File: config.mk
export PLATFORM = sky130hd
export DESIGN_NAME = threshold_table_loader
export DESIGN_NICKNAME = d
export VERILOG_FILES = /design/src/rtl/threshold_table_loader_pkg.sv /design/src/rtl/threshold_table_loader_ceil_sat_shift.sv /design/src/rtl/threshold_table_loader.sv
export SDC_FILE = /design/constraint.sdc
export NUM_CORES = 1
export LEC_CHECK = 0
export CORE_ASPECT_RATIO = 2
export CORE_UTILIZATION = 45
export DETAILED_ROUTE_END_ITERATION = 8
export DONT_BUFFER_PORTS = 1
export MAX_ROUTING_LAYER = met4
export PLACE_DENSITY = 0.63
export SETUP_SLACK_MARGIN = 0.1
export SLEW_MARGIN = 20
export SYNTH_ARGS = -nofsm -noshare
export SYNTH_HDL_FRONTEND = slang
export SYNTH_SLANG_ARGS = --single-unit
File: constraint.sdc
create_clock -name clk -period 2.6 [get_ports clk]
set_input_delay 0.52 -clock clk [delete_from_list [all_inputs] [get_ports clk]]
set_output_delay 0.52 -clock clk [all_outputs]
set_load 0.02 [all_outputs]
File: src/rtl/threshold_table_loader_pkg.sv
// Shared definitions for the threshold table loader and the comparator that
// consumes its table.
//   - tl_state_e      : loader FSM states
//   - calc_cnt_width  : RAM address/data width derived from VECTOR_WIDTH
//   - SAT_MAX         : all-ones RAM word for the default configuration
package threshold_table_loader_pkg;

    typedef enum logic [1:0] {
        IDLE  = 2'd0,
        WRITE = 2'd1,
        DONE  = 2'd2
    } tl_state_e;

    function automatic int calc_cnt_width(input int vector_width);
        return $clog2(vector_width);
    endfunction

    localparam int VECTOR_WIDTH_DEF = 920;
    localparam int CNT_WIDTH        = calc_cnt_width(VECTOR_WIDTH_DEF);
    localparam int SAT_MAX          = (1 << CNT_WIDTH) - 1;

endpackage

File: src/rtl/threshold_table_loader_ceil_sat_shift.sv
// ceil_sat_shift: combinational conversion of the fixed-point accumulator to
// a table entry, entry = ceil(acc / 2^FRAC_WIDTH), clamped to all-ones.
//   acc_i   : accumulator value (ACC_W bits, FRAC_WIDTH fractional)
//   entry_o : rounded-up integer entry, saturated to CNT_WIDTH bits
//   sat_o   : high when the unclamped entry does not fit in CNT_WIDTH bits
module ceil_sat_shift #(
    parameter int ACC_W      = 27,
    parameter int FRAC_WIDTH = 8,
    parameter int CNT_WIDTH  = 10
) (
    input  logic [ACC_W-1:0]     acc_i,
    output logic [CNT_WIDTH-1:0] entry_o,
    output logic                 sat_o
);
    localparam logic [ACC_W:0] ROUND = (ACC_W+1)'((1 << FRAC_WIDTH) - 1);
    localparam logic [ACC_W:0] LIMIT = (ACC_W+1)'((1 << CNT_WIDTH) - 1);

    // One spare bit so adding the rounding constant can never wrap.
    logic [ACC_W:0] sum;
    logic [ACC_W:0] shifted;

    always_comb begin
        sum     = {1'b0, acc_i} + ROUND;
        shifted = sum >> FRAC_WIDTH;
        sat_o   = (shifted > LIMIT);
        entry_o = sat_o ? '1 : shifted[CNT_WIDTH-1:0];
    end

endmodule

File: src/rtl/threshold_table_loader.sv
// threshold_table_loader: writes ceil(C*K) (saturated) for C = 0..VECTOR_WIDTH
// into the comparator's threshold RAM, one entry per cycle, using only an
// accumulator add.
//   clk, rst            : clock, asynchronous active-high reset
//   i_Start, i_Coef     : build request and coefficient K (sampled together)
//   i_Abort             : cancel an in-progress build
//   o_BRAM_Addr/Din     : RAM write address (= C) and entry value
//   o_BRAM_En/WrEn      : RAM enable and write strobe (always equal)
//   o_Busy              : table being written, compare datapath invalid
//   o_Done              : one-cycle pulse after a complete build
module threshold_table_loader
    import threshold_table_loader_pkg::*;
#(
    parameter int VECTOR_WIDTH = 920,
    parameter int FRAC_WIDTH   = 8,
    parameter int COEF_WIDTH   = 16,
    parameter int CNT_WIDTH    = calc_cnt_width(VECTOR_WIDTH)
) (
    input  logic                  clk,
    input  logic                  rst,
    input  logic                  i_Start,
    input  logic [COEF_WIDTH-1:0] i_Coef,
    input  logic                  i_Abort,
    output logic [CNT_WIDTH-1:0]  o_BRAM_Addr,
    output logic [CNT_WIDTH-1:0]  o_BRAM_Din,
    output logic                  o_BRAM_En,
    output logic                  o_BRAM_WrEn,
    output logic                  o_Busy,
    output logic                  o_Done
);
    localparam int ACC_W = CNT_WIDTH + COEF_WIDTH + 1;
    localparam logic [CNT_WIDTH-1:0] LAST_ADDR = CNT_WIDTH'(VECTOR_WIDTH);

    // The address counter must be able to hold VECTOR_WIDTH itself.
    if (VECTOR_WIDTH >= (1 << CNT_WIDTH)) begin : g_bad_width
        $error("VECTOR_WIDTH must be below 2**CNT_WIDTH");
    end

    tl_state_e             state_q, state_d;
    logic [COEF_WIDTH-1:0] coef_q,  coef_d;
    logic [ACC_W-1:0]      acc_q,   acc_d;
    logic [CNT_WIDTH-1:0]  cnt_q,   cnt_d;
    logic                  sat_q,   sat_d;
    logic [CNT_WIDTH-1:0]  addr_q,  addr_d;
    logic [CNT_WIDTH-1:0]  din_q,   din_d;
    logic                  wren_q,  wren_d;
    logic                  busy_q,  busy_d;
    logic                  done_q,  done_d;

    logic [CNT_WIDTH-1:0]  entry;
    logic                  entry_sat;

    ceil_sat_shift #(
        .ACC_W      (ACC_W),
        .FRAC_WIDTH (FRAC_WIDTH),
        .CNT_WIDTH  (CNT_WIDTH)
    ) u_ceil_sat_shift (
        .acc_i   (acc_q),
        .entry_o (entry),
        .sat_o   (entry_sat)
    );

    always_ff @(posedge clk or posedge rst) begin
        if (rst) begin
            state_q <= IDLE;
            coef_q  <= '0;
            acc_q   <= '0;
            cnt_q   <= '0;
            sat_q   <= 1'b0;
            addr_q  <= '0;
            din_q   <= '0;
            wren_q  <= 1'b0;
            busy_q  <= 1'b0;
            done_q  <= 1'b0;
        end else begin
            state_q <= state_d;
            coef_q  <= coef_d;
            acc_q   <= acc_d;
            cnt_q   <= cnt_d;
            sat_q   <= sat_d;
            addr_q  <= addr_d;
            din_q   <= din_d;
            wren_q  <= wren_d;
            busy_q  <= busy_d;
            done_q  <= done_d;
        end
    end

    always_comb begin
        state_d = state_q;
        coef_d  = coef_q;
        acc_d   = acc_q;
        cnt_d   = cnt_q;
        sat_d   = sat_q;
        addr_d  = addr_q;
        din_d   = din_q;
        wren_d  = 1'b0;
        busy_d  = 1'b0;
        done_d  = 1'b0;

        case (state_q)
            IDLE: begin
                // Abort has no meaning here, so Start wins when both are set.
                if (i_Start) begin
                    state_d = WRITE;
                    coef_d  = i_Coef;
                    acc_d   = '0;
                    cnt_d   = '0;
                    sat_d   = 1'b0;
                end
            end
            WRITE: begin
                if (i_Abort) begin
                    state_d = IDLE;
                end else begin
                    addr_d = cnt_q;
                    // ACC only grows, so once saturated every later entry is too.
                    din_d  = (sat_q || entry_sat) ? '1 : entry;
                    sat_d  = sat_q | entry_sat;
                    wren_d = 1'b1;
                    busy_d = 1'b1;
                    acc_d  = acc_q + ACC_W'(coef_q);
                    cnt_d  = cnt_q + 1'b1;
                    if (cnt_q == LAST_ADDR) state_d = DONE;
                end
            end
            DONE: begin
                done_d  = 1'b1;
                state_d = IDLE;
            end
            default: state_d = IDLE;
        endcase
    end

    assign o_BRAM_Addr = addr_q;
    assign o_BRAM_Din  = din_q;
    assign o_BRAM_En   = wren_q;
    assign o_BRAM_WrEn = wren_q;
    assign o_Busy      = busy_q;
    assign o_Done      = done_q;

endmodule
# == After elaboration in Yosys (flattened, before gate mapping) ==
# Cells that the tools add are included.
# totals
input_bits,20
output_inout_bits,24
reg_bits,78
# op_classes
n_mux,18
bitwise_logic,2
add_sub_neg,3
magnitude_cmp,1
n_reduce_logical,7
eq_ne,6
# ops
operator,n
2-to-1 mux 27 bit,2
case mux 27 bit (2 select lines),1
2-to-1 mux 10 bit,4
"adder 27 x 8 -> 28 bit, second input constant",1
adder 27 x 16 -> 27 bit,1
"> comparator 20 x 10 -> 1 bit, second input constant",1
case mux 10 bit (2 select lines),1
"adder 10 x 1 -> 10 bit, second input constant",1
"== test 10 bit, second input constant",1
2-to-1 mux 2 bit,3
AND reduction 2 bit,3
2-to-1 mux 1 bit,5
"inequality test 2 bit, second input constant",2
case mux 2 bit (2 select lines),1
"inequality test 3 bit, second input constant",1
AND reduction 3 bit,1
"== test 2 x 1 -> 1 bit, second input constant",1
"== test 2 bit, second input constant",1
logical NOT 2 bit,1
case mux 1 bit (2 select lines),1
nonzero test 2 bit,1
logical OR 1 bit,1
NOT 1 bit,1
OR 1 bit,1

# == Logic depth before layout (Yosys ltp) ==
# Gate-level depths: netlist of run 1.
# depth
depth_word,5
mapped_depth,10
depth_no_buf,9

# == By module ==
# A second synthesis of run 1 with hierarchy kept.
# unflattened
hier_cells,528
area_unflattened_um2,4628.2
# modules_own_cells
mod,area_each_um2,seq_area_each_um2,n_inst,cells_each
threshold_table_loader,4182.8,1951.9,1,471
ceil_sat_shift,445.4,0.0,1,57

# == Least setup slack after synthesis of run 1 ==
# Ideal clock, no wire load.
# synth_path
path_type,register -> register
from,register coef_q[0]
to,register acc_q[26]
arrival_time_ps,2319
stages_incl_launch_ff,10
slack_ps,152
required_ps,2471
synth_period_minus_slack_ps,2448
cell_sequence,dfrtp_1 -> ha_1 -> fa_1 -> a211oi_1 -> o21ai_1 -> nand3_1 -> a21oi_1 -> o31ai_2 -> nor3_1 -> mux2i_1
# synth_via
elab_chain_cells,3
# synth_rtl
element,line,rtl
"start, declared",threshold_table_loader.sv:40,"logic [COEF_WIDTH-1:0] coef_q, coef_d;"
"start signal, assigned",threshold_table_loader.sv:77,coef_q <= coef_d;
adder 27 x 16 -> 27 bit,threshold_table_loader.sv:122,acc_d = acc_q + ACC_W'(coef_q);
2-to-1 mux 27 bit,threshold_table_loader.sv:113,if (i_Abort) begin
case mux 27 bit (2 select lines),threshold_table_loader.sv:101,case (state_q)
"end signal, assigned",threshold_table_loader.sv:67,acc_q <= '0;
"end signal, assigned",threshold_table_loader.sv:78,acc_q <= acc_d;
"end, declared",threshold_table_loader.sv:41,"logic [ACC_W-1:0] acc_q, acc_d;"
# No other way between the ends. The select of a mux whose other input is x is not followed.
# A chain may end at the register's enable or synchronous reset.

# == Final worst setup path of run 1 ==
# layout_path
from,register acc_q[3]
to,register acc_q[25]
# layout_via
elab_chain_cells,3
# layout_rtl
element,line
adder 27 x 16 -> 27 bit,threshold_table_loader.sv:122
2-to-1 mux 27 bit,threshold_table_loader.sv:113
case mux 27 bit (2 select lines),threshold_table_loader.sv:101
# No other way between the ends. The select of a mux whose other input is x is not followed.

==> results by group, run 1 <==
Timing
  • Max Fclk: 418 MHz
  • Fin crit share: 92.0%
  • Setup TNS: 0 ns
  • Final Setup Violations: 0
  • RSZ-0062 raised after global routing: yes
  • Minimum clock period: 2.39 ns
  • Final Hold Viols: 0
  • Fin. max-slew vios: 0
  • Max-Slew Margin vs Limit: 47.1%
  • Final Skew: 0.00530 ns
  • Worst-margin pin slew: 0.792 ns

Global route
  • GRT overflow: 0
  • Largest net degree at the start of global routing: 46
  • Vias in the first global route: 3512
  • Gr usage total: 23.7%
  • First-pass GRT wire length: 17.2 mm
  • Antenna violations before repair: 0

Floorplanning
  • Row cnt: 49
  • Total die area: 0.00976 mm^2
  • Initial Util: 46.7%
  • Die H: 139 um
  • IO Pins: 44
  • Die X: 70.4 um
  • CORE AREA: 0.00901 mm^2

Critical path
  • Slowest cell on crit path: or4_1
  • Reg-to-Reg End: acc_q[25]$_DFFE_PP0P_
  • Critical R2R Launch: acc_q[3]$_DFFE_PP0P_
  • Crit-path max FO: 5
  • Req. time, crit path: 2.87 ns
  • Cell mode on critical path: o211ai_1
  • Largest stage delay on the critical path: 0.52 ns
  • Buf/Inv on CP: 0
  • Crit. End Element: flop
  • R2R depth: 8
  • Crit-path cells: ha_4, o211ai_1, o211ai_1, a41oi_2, nor2_4, a221oi_4, or4_1, a21oi_1
  • Critical path arrival: 2.66 ns
  • Flop2flop setup slack: 0.21 ns
  • Worst path depth: 8
  • CP startpoint kind: flop
  • Worst Path Class, Setup: flop to flop
  • Critical path's top delay family: compound AO/OA/AOI/OAI gates

Clock network
  • Htree depth: 3
  • Worst-Skew Late Latency: 0.34 ns
  • CTS Buffer Depth: 2
  • CTS root buf: clkbuf_16
  • CTS tree: done
  • Clk slew on worst S/H paths: 0.06 ns
  • Clock Sink Count: 78
  • Total CTS buffers: 9

Logic synthesis
  • Synth area leaders: dfrtp_1, nand2_1, ha_1
  • Number of synthesized flops with an enable pin: 0
  • Synth top area share: 46.4%
  • Net Count, Synth: 509
  • Post-synthesis sequential area ratio: 46.4%
  • Mapped Cells: 470
  • Synth cell types: 50
  • Synthesized area: 0.00421 mm^2
  • Most common cell in the netlist: nand2_1
  • Mean Syn Cell Area: 8.95 um^2
  • Post-synth top flop: dfrtp_1
  • #FFs+latches synth: 78
  • Commonest cells in the netlist: nand2_1, dfrtp_1, o21ai_0, nor2_1
  • Ys Warns: 0
  • Post-synth ARST share: 100%
  • Post-synth top area cell: dfrtp_1

Drt
  • DR DRC count: 0
  • Antenna Nets Post-Route: 0
  • Wire per inst: 18.0 um
  • DR pass1 iterations: 7
  • Via count: 3361
  • Final WL: 10.5 mm
  • Vias per inst: 5.77
  • Number of DRC markers in iteration 0: 183

Finish
  • Fin nets: 514
  • Ant. Diodes: 0
  • Area grow syn2layout: 12.8%
  • Post-layout util: 52.6%
  • Filler cell count: 824
  • Share of cells above drive strength 1: 11.0%

Power
  • Leak: 2.17 nW
  • Peak supply drop: 0.550 mV
  • Pwr dens: 982 mW/mm^2

Placed design
  • I/O Buffers: 0
  • DP HPWL: 7.42 mm
  • Placer Congestion: 0.841

Worst hold path
  • Min-Delay Path Class: primary input to async pin

Status
  • Status: finished, final reports clean

Run
  • Max Cap Viol: 0
stage by stage:
stage / cell area (um^2) / hold slack [ns] / power (mW) / cells / setup WS (ns)
6_report: 4740 / 0.164 / 4.66 / 582 / 0.209
5_1_grt: 4740 / 0.228 / 4.97 / 582 / 0.0930
4_1_cts: 4650 / 0.183 / 4.55 / 580 / 0.106
3_5_place_dp: 4350 / 0.478 / 3.27 / 564 / 0.119
3_3_place_gp: 4350 / 0.470 / 3.24 / 564 / 0.201
2_1_floorplan: 4210 / 0.452 / 2.85 / 470 / 0.152
sequential cells by signal (all words and copies together) (netlist names):
signal / cells
o_Busy: 1
o_BRAM_Din: 10
o_BRAM_Addr: 10
o_Done: 1
acc_q: 27
coef_q: 16
state_q: 2
sat_q: 1
cnt_q: 10
cells by family (layout without fill, tap and decap cells):
group / Yosys count / count (layout) / synth area share, %
AOI/OAI and AO/OA: 105 / 106 / 16.1
xor gates and xnor gates: 27 / 27 / 5.62
adders and majority gates: 19 / 19 / 5.83
buffers and inverters: 33 / 42 / 3.39
DFF: 78 / 78 / 46.4
muxes: 3 / 3 / 0.744
and+or+nand+nor: 205 / 205 / 21.9
worst reg2reg max path: stages (launching register included):
cell      delay (ns)
dfrtp_1         0.44
ha_4            0.31
o211ai_1        0.10
o211ai_1        0.26
a41oi_2         0.21
nor2_4          0.21
a221oi_4        0.13
or4_1           0.52
a21oi_1         0.15
cells in the final DEF, fill, tap and decap left out, drive strengths merged, types with 9 or more instances in the layout:
cell and n:
a21oi 19, a31oi 12, buf 15, clkbuf 9, dfrtp 78, ha 18
inv 12, nand2 120, nor2 28, o211ai 10, o21ai 32, o31ai 9
xor2 19
repair_timing:
item / CTS / global route
hold buffers: 0 / 0
setup buffers: 0 / 1
resized for setup: 0 / 12
endpoints found under the setup margin: 0 / 24
per-layer routing:
layer	vias up	wire length (um)	track usage [%]
met5	-	0	-
met4	0	532	13.1
met3	31	244	4.43
met2	58	5870	42.5
met1	1622	3860	23.2
li1	1650	-	-
report_power, final:
part	leakage (nW)	internal, mW	switching (mW)	total, mW
logic	1.01	0.669	0.860	1.53
clock network	0.142	0.746	0.526	1.27
registers	1.02	1.46	0.393	1.86
worst max path at each step:
stage	from	end	slack, ns
after global placement	acc_q[2]$_DFFE_PP0P_	acc_q[25]$_DFFE_PP0P_	0.20
after detailed placement	acc_q[3]$_DFFE_PP0P_	acc_q[25]$_DFFE_PP0P_	0.12
after floorplan	coef_q[0]$_DFFE_PP0P_	acc_q[26]$_DFFE_PP0P_	0.15
final	acc_q[3]$_DFFE_PP0P_	acc_q[25]$_DFFE_PP0P_	0.21
after CTS	acc_q[3]$_DFFE_PP0P_	acc_q[25]$_DFFE_PP0P_	0.11
after global routing	acc_q[1]$_DFFE_PP0P_	o_BRAM_Din[4]$_DFFE_PP0P_	0.09
cell type report:
type	count	area, um^2	share of cell area (%)
well taps	102	128	2.69
clock buffers	9	225	4.75
flip-flops and latches	78	1950	41.1
repair buffers	15	129	2.72
multi-input cells	360	2190	46.2
clock inverters	7	72.6	1.53
inverters	11	45.0	0.949
No activity file was read; power rests on OpenSTA's default activity.
==> inputs of run 2 (changes only) <==
- HOLD_SLACK_MARGIN: default -> 0.02
==> results of run 2 <==
Final layout, timing and power as in run 1 (identical DEF).
==> inputs of run 3 (changes only) <==
- MAX_ROUTING_LAYER: met4 -> default
==> run 3 against run 2 <==
  * Total power grew 3.9%
  * Highest routed layer unchanged
  * Register-to-register slack worse by 0.03 ns
  * Final cell count up 1.0%
  * Hold slack worse by 0.016 ns
  * Via count grew 0.24%
  * Wire length down 2.5%
  * Worst setup slack worse by 0.029 ns
  * Global-route usage shrank 1.3 points
  * Die area unchanged
  * Fmax fell by 1.2%
  * Clock skew grew 0.0013 ns
==> results by group, run 3 (synthesized netlist as in run 1, its figures left out) <==
Floorplanning
  • Die H: 139 um (unchanged)
  • Row cnt: 49 (unchanged)
  • Die X: 70.4 um (unchanged)
  • Total die area: 0.00976 mm^2 (unchanged)
  • IO Pins: 44 (unchanged)
  • CORE AREA: 0.00901 mm^2 (unchanged)
  • Initial Util: 46.7% (unchanged)

Critical path
  • Req. time, crit path: 2.85 ns (-0.02 ns)
  • Largest stage delay on the critical path: 0.40 ns (-0.12 ns)
  • Crit. End Element: flop
  • Critical path arrival: 2.67 ns (about the same)
  • Crit-path max FO: 3 (-2)
  • Buf/Inv on CP: 0 (unchanged)
  • Crit-path cells: ha_1, fa_2, a211oi_2, o21ai_1, nand3_1, a21boi_0, o21a_1, o21a_1, o31ai_2
  • CP startpoint kind: flop
  • Critical path's top delay family: compound AO/OA/AOI/OAI gates
  • Slowest cell on crit path: dfrtp_1
  • R2R depth: 9 (+1)
  • Cell mode on critical path: o21a_1
  • Flop2flop setup slack: 0.18 ns (-0.03 ns)
  • Reg-to-Reg End: acc_q[14]$_DFFE_PP0P_
  • Critical R2R Launch: acc_q[0]$_DFFE_PP0P_
  • Worst Path Class, Setup: flop to flop

Timing
  • Final Hold Viols: 0 (unchanged)
  • Minimum clock period: 2.42 ns (+0.0286 ns)
  • Final Setup Violations: 0 (unchanged)
  • Minimum hold slack: 0.149 ns (-0.0156 ns)
  • Fin. max-slew vios: 0 (unchanged)
  • RSZ-0062 raised after global routing: yes
  • Fin crit share: 93.1% (+1.1 points)
  • Final Skew: 0.00662 ns (+0.00132 ns)
  • Setup WS post-layout: 0.180 ns (-0.0286 ns)
  • Worst-margin pin slew: 0.745 ns (-0.0463 ns)
  • Setup TNS: 0 ns (unchanged)
  • Max Fclk: 413 MHz (-1.2%)
  • Max-Slew Margin vs Limit: 50.2% (+3.1 points)

Worst hold path
  • Min-Delay Path Class: primary input to async pin

Placed design
  • DP Worst Slack: 0.145 ns (+0.0263 ns)
  • Placed Cells: 565 (+0.18%)
  • Placer Congestion: 0.857 (+1.9%)
  • DP HPWL: 7.17 mm (-3.4%)
  • I/O Buffers: 0 (unchanged)
  • Placed Area: 0.00436 mm^2 (+0.17%)

Global route
  • Vias in the first global route: 3463 (-1.4%)
  • GRT overflow: 0 (unchanged)
  • Antenna violations before repair: 0 (unchanged)
  • Gr usage total: 22.4% (-1.3 points)
  • Largest net degree at the start of global routing: 79 (+72%)
  • First-pass GRT wire length: 16.8 mm (-2.4%)

Power
  • Pwr dens: 1000 mW/mm^2 (+2.0%)
  • Register share of total power: 38.2% (-1.6 points)
  • Peak supply drop: 0.468 mV (-15%)
  • Leak: 2.22 nW (+2.0%)
  • Gate power share: 33.0% (+0.2 points)
  • Final total power: 4.84 mW (+3.9%)
  • Clock share of power: 28.8% (+1.5 points)
  • Sw power: 1.79 mW (+0.36%)
  • Power Internal: 3.06 mW (+6.2%)
  • Sw frac: 36.9% (-1.3 points)

Drt
  • Vias per inst: 5.73 (-0.78%)
  • Wire per inst: 17.4 um (-3.5%)
  • Final WL: 10.2 mm (-2.5%)
  • DR pass1 iterations: 4 (-3)
  • Number of DRC markers in iteration 0: 208 (+14%)
  • DR DRC count: 0 (unchanged)
  • Via count: 3369 (+0.24%)
  • Antenna Nets Post-Route: 0 (unchanged)

Finish
  • Commonest non-fill, non-tap cell in the layout: nand2_1
  • Max reg flops: 27 (unchanged)
  • Fin nets: 520 (+1.2%)
  • Biggest register: acc_q
  • Top flop regs: acc_q x27, coef_q x16
  • Post-layout util: 53.7% (+1.0 points)
  • Most frequent cells in the layout: nand2_1, dfrtp_1, o21ai_0, nor2_1
  • Non-Filler Instances: 588 (+1.0%)
  • Area taken by multi-input logic gates: 0.00220 mm^2 (+0.46%)
  • Ant. Diodes: 0 (unchanged)
  • Area grow syn2layout: 15.0%
  • Share of cells above drive strength 1: 13.0% (+1.9 points)
  • Filler cell count: 856 (+3.9%)
  • Final Instance Area: 0.00484 mm^2 (+1.9%)
  • Register Area: 0.00195 mm^2 (+0.13%)

Clock network
  • CTS root buf: clkbuf_16
  • Worst-Skew Late Latency: 0.34 ns (about the same)
  • Cts hold-fix bufs: 0 (unchanged)
  • Clk slew on worst S/H paths: 0.07 ns (about the same)
  • CTS tree: done
  • Total CTS buffers: 9 (unchanged)
  • Htree depth: 3 (unchanged)
  • Clock Sink Count: 78 (unchanged)
  • CTS Buffer Depth: 2 (unchanged)

Status
  • Status: finished, final reports clean

Run
  • Max Cap Viol: 0 (unchanged)
==> run 3: power by group through the flow <==
| stage | combinational, mW | sequential, mW | clock, mW |
|---|---|---|---|
| final | 1.60 | 1.85 | 1.39 |
| after global routing | 1.78 | 1.88 | 1.47 |
| after CTS | 1.43 | 1.84 | 1.41 |
| after detailed placement | 1.42 | 1.86 | 0 |
| after global placement | 1.40 | 1.85 | 0 |
| after floorplan | 1.10 | 1.75 | 0 |
==> run 3: worst max path at each step <==
stage               depth (start not counted)  slack (ns)                  start                     to
floorplan                                   9        0.15  coef_q[0]$_DFFE_PP0P_  acc_q[26]$_DFFE_PP0P_
global placement                            8        0.20  coef_q[1]$_DFFE_PP0P_  acc_q[21]$_DFFE_PP0P_
detailed placement                          8        0.14  coef_q[1]$_DFFE_PP0P_  acc_q[21]$_DFFE_PP0P_
CTS                                         8        0.13  coef_q[1]$_DFFE_PP0P_  acc_q[21]$_DFFE_PP0P_
global route                                9        0.07   acc_q[0]$_DFFE_PP0P_  acc_q[14]$_DFFE_PP0P_
finish                                      9        0.18   acc_q[0]$_DFFE_PP0P_  acc_q[14]$_DFFE_PP0P_
==> run 3: area by class of cell <==
class	count	area share [%]
tap	102	2.64
timing repair buffer	21	3.60
sequential	78	40.4
inverter	11	0.931
clock inverter	6	1.91
clock buffer	10	4.94
multi-input combinational	360	45.6
==> run 3: metal layers <==
metal	wire, um	GRT usage, %
met2	5820	41.2
met4	449	12.9
met1	3720	23.0
met5	0	0
met3	246	3.63
==> run 3: repair_timing <==
action / 4_1_cts / 5_1_grt
endpoints found under the setup margin: 0 / 22
resized for setup: 0 / 16
buffers inserted: 0 / 6
hold endpoints to repair: 0 / 0
